[config.mk]
export PLATFORM = sky130hd
export DESIGN_NAME = r4_sdf_feeder
export DESIGN_NICKNAME = d
export VERILOG_FILES = /design/src/rtl/r4_fft_pkg.sv /design/src/rtl/r4_twiddle_rom.sv /design/src/rtl/r4_sdf_feeder.sv
export SDC_FILE = /design/constraint.sdc
export NUM_CORES = 1
export LEC_CHECK = 0
export ABC_AREA = 1
export BUFFER_PORTS_ARGS = -buffer_cell sky130_fd_sc_hd__buf_2
export CELL_PAD_IN_SITES_DETAIL_PLACEMENT = 0
export CELL_PAD_IN_SITES_GLOBAL_PLACEMENT = 1
export CORE_ASPECT_RATIO = 0.8
export CORE_MARGIN = 2
export CORE_UTILIZATION = 47
export DETAILED_ROUTE_END_ITERATION = 16
export GPL_ROUTABILITY_DRIVEN = 1
export GPL_TIMING_DRIVEN = 0
export PLACE_DENSITY = 0.79
export SYNTH_ARGS = -nofsm -noshare
export SYNTH_HDL_FRONTEND = slang
export SYNTH_SLANG_ARGS = --single-unit
[constraint.sdc]
create_clock -name clock -period 10.05 [get_ports clock]
set_input_delay 0 -clock clock [delete_from_list [all_inputs] [get_ports clock]]
set_output_delay 0 -clock clock [all_outputs]
set_load 0.02 [all_outputs]
[src/rtl/r4_fft_pkg.sv]
// Shared constants and elaboration-time helpers for the radix-4 SDF stages.
// Twiddle values are computed in integer Q30 arithmetic, then quantized.
package r4_fft_pkg;

  typedef enum logic [1:0] {
    PH_A = 2'd0,
    PH_B = 2'd1,
    PH_C = 2'd2,
    PH_D = 2'd3
  } phase_t;

  localparam longint ONE_Q30    = 64'sd1073741824;
  localparam longint TWO_PI_Q30 = 64'sd6746518852;

  function automatic int clog2(input int v);
    int r;
    r = 0;
    for (int i = 0; i < 32; i++)
      if ((1 << r) < v) r++;
    return r;
  endfunction

  // k index needs at least one bit even when N/4 == 1
  function automatic int idx_w(input int n);
    return (n > 4) ? clog2(n / 4) : 1;
  endfunction

  function automatic longint sat_lim(input int tw);
    return (64'sd1 <<< (tw - 1)) - 64'sd1;
  endfunction

  // sin/cos by Taylor series, x in Q30 within [0, pi/2)
  function automatic longint taylor(input longint x, input bit is_sin);
    longint term, sum, t1, t2;
    longint n;
    term = is_sin ? x : ONE_Q30;
    sum  = term;
    n    = is_sin ? 64'sd1 : 64'sd0;
    for (int i = 0; i < 12; i++) begin
      t1   = (term * x) >>> 30;
      t2   = (t1 * x) >>> 30;
      term = -(t2 / ((n + 1) * (n + 2)));
      n    = n + 2;
      sum  = sum + term;
    end
    return sum;
  endfunction

  // W_n^m = cos - j sin, rounded to Q1.(tw-1), +1.0 saturated
  function automatic longint tw_q(input int m, input int n,
                                  input int tw, input bit im);
    int     mm, q, r;
    longint phi, c, s, cv, sv, v, qv;
    mm  = m % n;
    q   = mm / (n / 4);
    r   = mm % (n / 4);
    phi = (TWO_PI_Q30 * longint'(r)) / longint'(n);
    c   = taylor(phi, 1'b0);
    s   = taylor(phi, 1'b1);
    case (q)
      0:       begin cv = c;  sv = s;  end
      1:       begin cv = -s; sv = c;  end
      2:       begin cv = -c; sv = -s; end
      default: begin cv = s;  sv = -c; end
    endcase
    v  = im ? -sv : cv;
    qv = ((v <<< (tw - 1)) + (ONE_Q30 >>> 1)) >>> 30;
    if (qv > sat_lim(tw)) qv = sat_lim(tw);
    return qv;
  endfunction

endpackage

[src/rtl/r4_twiddle_rom.sv]
// Registered twiddle lookup: W^k, W^2k, W^3k for one radix-4 stage.
// Table contents are constants computed at elaboration.
module r4_twiddle_rom
  import r4_fft_pkg::*;
#(
  parameter int N  = 16,
  parameter int TW = 16,
  parameter int IW = 2
) (
  input  logic                 clock,
  input  logic                 reset,
  input  logic                 en,
  input  logic [IW-1:0]        k,
  output logic signed [TW-1:0] w0r,
  output logic signed [TW-1:0] w0i,
  output logic signed [TW-1:0] w1r,
  output logic signed [TW-1:0] w1i,
  output logic signed [TW-1:0] w2r,
  output logic signed [TW-1:0] w2i
);

  localparam int D = 2 ** IW;

  logic signed [TW-1:0] t0r [D];
  logic signed [TW-1:0] t0i [D];
  logic signed [TW-1:0] t1r [D];
  logic signed [TW-1:0] t1i [D];
  logic signed [TW-1:0] t2r [D];
  logic signed [TW-1:0] t2i [D];

  for (genvar g = 0; g < D; g++) begin : g_rom
    localparam logic signed [TW-1:0] C0R = TW'(tw_q(g, N, TW, 1'b0));
    localparam logic signed [TW-1:0] C0I = TW'(tw_q(g, N, TW, 1'b1));
    localparam logic signed [TW-1:0] C1R = TW'(tw_q(2*g, N, TW, 1'b0));
    localparam logic signed [TW-1:0] C1I = TW'(tw_q(2*g, N, TW, 1'b1));
    localparam logic signed [TW-1:0] C2R = TW'(tw_q(3*g, N, TW, 1'b0));
    localparam logic signed [TW-1:0] C2I = TW'(tw_q(3*g, N, TW, 1'b1));
    assign t0r[g] = C0R;
    assign t0i[g] = C0I;
    assign t1r[g] = C1R;
    assign t1i[g] = C1I;
    assign t2r[g] = C2R;
    assign t2i[g] = C2I;
  end

  // latch the three twiddles alongside the data tuple
  always_ff @(posedge clock or posedge reset) begin
    if (reset) begin
      w0r <= '0;
      w0i <= '0;
      w1r <= '0;
      w1i <= '0;
      w2r <= '0;
      w2i <= '0;
    end else if (en) begin
      w0r <= t0r[k];
      w0i <= t0i[k];
      w1r <= t1r[k];
      w1i <= t1i[k];
      w2r <= t2r[k];
      w2i <= t2i[k];
    end
  end

endmodule

[src/rtl/r4_sdf_feeder.sv]
// Radix-4 SDF input stage: gathers x[k], x[k+N/4], x[k+N/2], x[k+3N/4].
// Optional R4_FEEDER_SCALE_EN pre-scales samples by 1/4 (floor).
module r4_sdf_feeder
  import r4_fft_pkg::*;
#(
  parameter  int WIDTH = 32,
  parameter  int N     = 16,
  parameter  int TW    = WIDTH / 2,
  localparam int IW    = idx_w(N)
) (
  input  logic                    clock,
  input  logic                    reset,
  input  logic                    flush,
  input  logic                    in_valid,
  input  logic signed [WIDTH-1:0] in_r,
  input  logic signed [WIDTH-1:0] in_i,
  output logic signed [WIDTH-1:0] ar,
  output logic signed [WIDTH-1:0] ai,
  output logic signed [WIDTH-1:0] br,
  output logic signed [WIDTH-1:0] bi,
  output logic signed [WIDTH-1:0] cr,
  output logic signed [WIDTH-1:0] ci,
  output logic signed [WIDTH-1:0] dr,
  output logic signed [WIDTH-1:0] di,
  output logic signed [TW-1:0]    w0r,
  output logic signed [TW-1:0]    w0i,
  output logic signed [TW-1:0]    w1r,
  output logic signed [TW-1:0]    w1i,
  output logic signed [TW-1:0]    w2r,
  output logic signed [TW-1:0]    w2i,
  output logic                    start,
  output logic [IW-1:0]           idx,
  output logic                    blk_last
);

  localparam int CW = clog2(N);
  localparam int NQ = N / 4;
  localparam int D  = 2 ** IW;

  logic [CW-1:0]           cnt;
  phase_t                  phase;
  logic [IW-1:0]           k;
  logic                    wr;
  logic                    fire;
  logic signed [WIDTH-1:0] s_r;
  logic signed [WIDTH-1:0] s_i;

  logic signed [WIDTH-1:0] buf_r [3][D];
  logic signed [WIDTH-1:0] buf_i [3][D];

`ifdef R4_FEEDER_SCALE_EN
  assign s_r = in_r >>> 2;
  assign s_i = in_i >>> 2;
`else
  assign s_r = in_r;
  assign s_i = in_i;
`endif

  assign phase = phase_t'(cnt[CW-1 -: 2]);
  assign k     = IW'(cnt % CW'(NQ));
  assign wr    = in_valid && !flush && (phase != PH_D);
  assign fire  = in_valid && !flush && (phase == PH_D);

  // sample counter; flush drops the partial block
  always_ff @(posedge clock or posedge reset) begin
    if (reset)         cnt <= '0;
    else if (flush)    cnt <= '0;
    else if (in_valid) cnt <= cnt + 1'b1;
  end

  // delay buffers for the first three quarters of the block
  always_ff @(posedge clock) begin
    if (wr) begin
      buf_r[phase][k] <= s_r;
      buf_i[phase][k] <= s_i;
    end
  end

  // registered tuple and control outputs, held between tuples
  always_ff @(posedge clock or posedge reset) begin
    if (reset) begin
      ar       <= '0;
      ai       <= '0;
      br       <= '0;
      bi       <= '0;
      cr       <= '0;
      ci       <= '0;
      dr       <= '0;
      di       <= '0;
      idx      <= '0;
      start    <= 1'b0;
      blk_last <= 1'b0;
    end else begin
      start    <= fire;
      blk_last <= fire && (k == IW'(NQ - 1));
      if (fire) begin
        ar  <= buf_r[0][k];
        ai  <= buf_i[0][k];
        br  <= buf_r[1][k];
        bi  <= buf_i[1][k];
        cr  <= buf_r[2][k];
        ci  <= buf_i[2][k];
        dr  <= s_r;
        di  <= s_i;
        idx <= k;
      end
    end
  end

  r4_twiddle_rom #(
    .N  (N),
    .TW (TW),
    .IW (IW)
  ) u_rom (
    .clock (clock),
    .reset (reset),
    .en    (fire),
    .k     (k),
    .w0r   (w0r),
    .w0i   (w0i),
    .w1r   (w1r),
    .w1i   (w1i),
    .w2r   (w2r),
    .w2i   (w2i)
  );

endmodule

==> flow_summary.toml <==
[synthesis]
synth_top_family_by_area = "simple AND/OR/NAND/NOR gates"
synthMuxAreaShare = 0
yosys_warnings = 0
netlist-cell-type-count = 23
synthesis.area_mm2 = 0.0407
synthAdderAreaFrac = 0.00246
synth-main-ff-cell = "edfxtp_1"
synth_edf_count = 768
synth_seq_cells = 1045
syn_inst = 3537
async_flop_share = 0.265
ys_seq_area_frac = 0.737
syn_avg_cell_area_um2 = 11.5
synth_xor_area_frac = 0
synthSimpleGateAreaFrac = 0.218
synth-compound-area-share = 0.00178

[critical_path]
crit_type = "reg2reg"
cpLargestDelayFamily = "buffers and inverters"
path_buf_inv = 5
path_max_fanout = 25
crit_path_start_kind = "register"
crit_path_end_kind = "register"
cp.required_ns = 10.42
critPathMostFrequentCell = "buf_2"
critPathSlowestCell = "nor2_4"
worstPathArrival_ns = 4.44
crit_chain = "buf_2 > clkinv_1 > buf_2 > clkbuf_1 > ha_1 > nand3_1 > nor2_4 > buf_12"
critical_path.max_stage_delay_ns = 0.82

[grt]
grt_use_total = 0.269
antenna_found_initial = 1
gr-total-overflow = 0
first_global_vias = 26572
use_met2 = 0.426
grt_pass1_wl_um = 175000
grtUsageMet3 = 0.0668
top_usage_layer = "met2"
use_met1 = 0.370
grt_max_degree = 101

[pwr]
power_leakage_nw = 21.8
p_sw_mw = 2.08
clkPwrFrac = 0.439
swShare = 0.225
seqPwrFrac = 0.506
power.total_mw = 9.26
internal-power_mw = 7.18
powerDensity_mw_per_mm2 = 189
pwr-share-comb = 0.055
peakVddDrop_uv = 143

[floorplanning]
fp.dieH_um = 267
initial_utilization = 0.475
num_io_pins = 424
core_area_mm2 = 0.0858
die-area_mm2 = 0.0890
rows = 96
die_width_um = 333

[layout]
nets = 4234
syn_to_final_growth_pct = 20.7
n_fill_cell = 7102
final_cell_mix = "1,564 x nand2_1, 768 x edfxtp_1, 581 x nand3_1"
layout_commonest_cell = "nand2_1"
multi_input_area_mm2 = 0.00918
top_regs = "buf_i x384, buf_r x384"
regArea_mm2 = 0.0300
drive_above_1_share = 0.193
design_area_mm2 = 0.0491

[clock_tree]
cts_max_level = 3
postCtsHoldBufs = 69
cts_sinks = 1045
post_cts_buffers = 0
path_clk_slew_ns = 0.06
clkLatencyLatePin_ns = 0.70
cts_buffers = 103
cts_resized = 0
cts_tree = "yes"
clockBufferDepth = 3
root_buffer = "clkbuf_16"

[timing]
worstMarginPinSlew_ns = 1.38
hold_viol = 0
period_share = 0.405
period_needed_ns = 4.07
worst_slew_margin_rel = 0.0773
finClkSkew_ns = 0.0188
setup_violations = 0
clock.fmax_mhz = 246
slew_violations = 0
rsz0062_at_grt = "no"
setup_tns_ns = 0

[run_status]
status = "finished, final reports clean"

[min_path]
hp-class = "in2reg"

[drt]
finalWirelength_um = 120000
vias = 28142
wl_per_cell_um = 22.4
antenna_left = 0
route.detailed.drc = 0
drt_iter0_markers = 2778
viasPerCell = 5.23
first_pass_iters = 7

[place]
dp_hpwl_um = 79400
placed_area_mm2 = 0.0448
place_congestion = 0.811
portBuffers = 410

[run]
drv_cap = 0
==> metal layers <==
layer	routed length [µm]	vias to the layer above	share of wire
li1	-	13098	-
met2	55600	1204	0.46
met5	0	-	0
met4	3330	0	0.028
met1	49800	13669	0.41
met3	11700	171	0.098
==> per-stage QoR <==
| step | hold slack (ns) | worst slack, ns | util | std cells |
|---|---|---|---|---|
| floorplan | 0.0735 | 2.41 | - | 3548 |
| global placement | 0.179 | -2.70 | 0.515 | 5085 |
| detailed placement | 0.167 | 6.02 | 0.523 | 5111 |
| CTS | 0.177 | 6.00 | 0.573 | 5376 |
| global route | 0.224 | 5.81 | 0.573 | 5376 |
| finish | 0.215 | 5.98 | 0.573 | 5379 |
==> tightest hold or removal path, stage by stage <==
cell and delay, ns:
dlygate4sd3_1 0.53, buf_2 0.21, nand2_1 0.09, nand2_1 0.05
==> power by group through the flow <==
stage | clock [mW] | sequential (mW) | combinational, mW
after floorplan | 0 | 4.80 | 0.231
after global placement | 0 | 4.79 | 0.469
after detailed placement | 0 | 4.78 | 0.486
after CTS | 4.10 | 4.69 | 0.508
after global routing | 4.26 | 4.69 | 0.554
final | 4.06 | 4.69 | 0.508
==> logic make-up after synthesis <==
family,after synthesis
compound gates,14
fa+ha+maj,8
buf+inv,302
flops,1045
other cells,1
simple gates,2167
==> cell type report <==
cell class | instances | share of cell area
clock inverters | 64 | 0.0152
well taps | 1127 | 0.0287
diodes | 3 | 0.000153
clock buffers | 132 | 0.0578
plain buffers | 292 | 0.0329
flip-flops and latches | 1045 | 0.611
inverters | 10 | 0.000917
repair buffers | 505 | 0.0667
multi-input cells | 2201 | 0.187
==> synthesized netlist by cell type (3+ instances only) <==
master	number	area share
nand2_1	1564	0.14
edfxtp_1	768	0.57
nand3_1	581	0.071
dfrtp_1	277	0.17
buf_4	105	0.019
buf_2	100	0.012
clkbuf_1	75	0.0069
nor2_1	15	0.0014
buf_1	11	0.0010
o21ai_0	10	0.0012
ha_1	8	0.0025
inv_1	8	0.00074
a21oi_1	3	0.00037
nor3_1	3	0.00037
==> worst paths after layout <==
check                        start             to  slack (ns)  depth (start not counted)
max                         cnt[1]  buf_r[2][103]        5.98                          8
min in group asynchronous    reset          di[7]        0.59                          4
max in group asynchronous    reset         cr[13]        8.36                          5
min                        in_r[1]          dr[1]        0.21                          4
max reg2reg                 cnt[1]  buf_r[2][103]        5.98                          8
min reg2reg                 di[27]         di[27]        0.47                          2
Power figures use the tool's default switching activity.
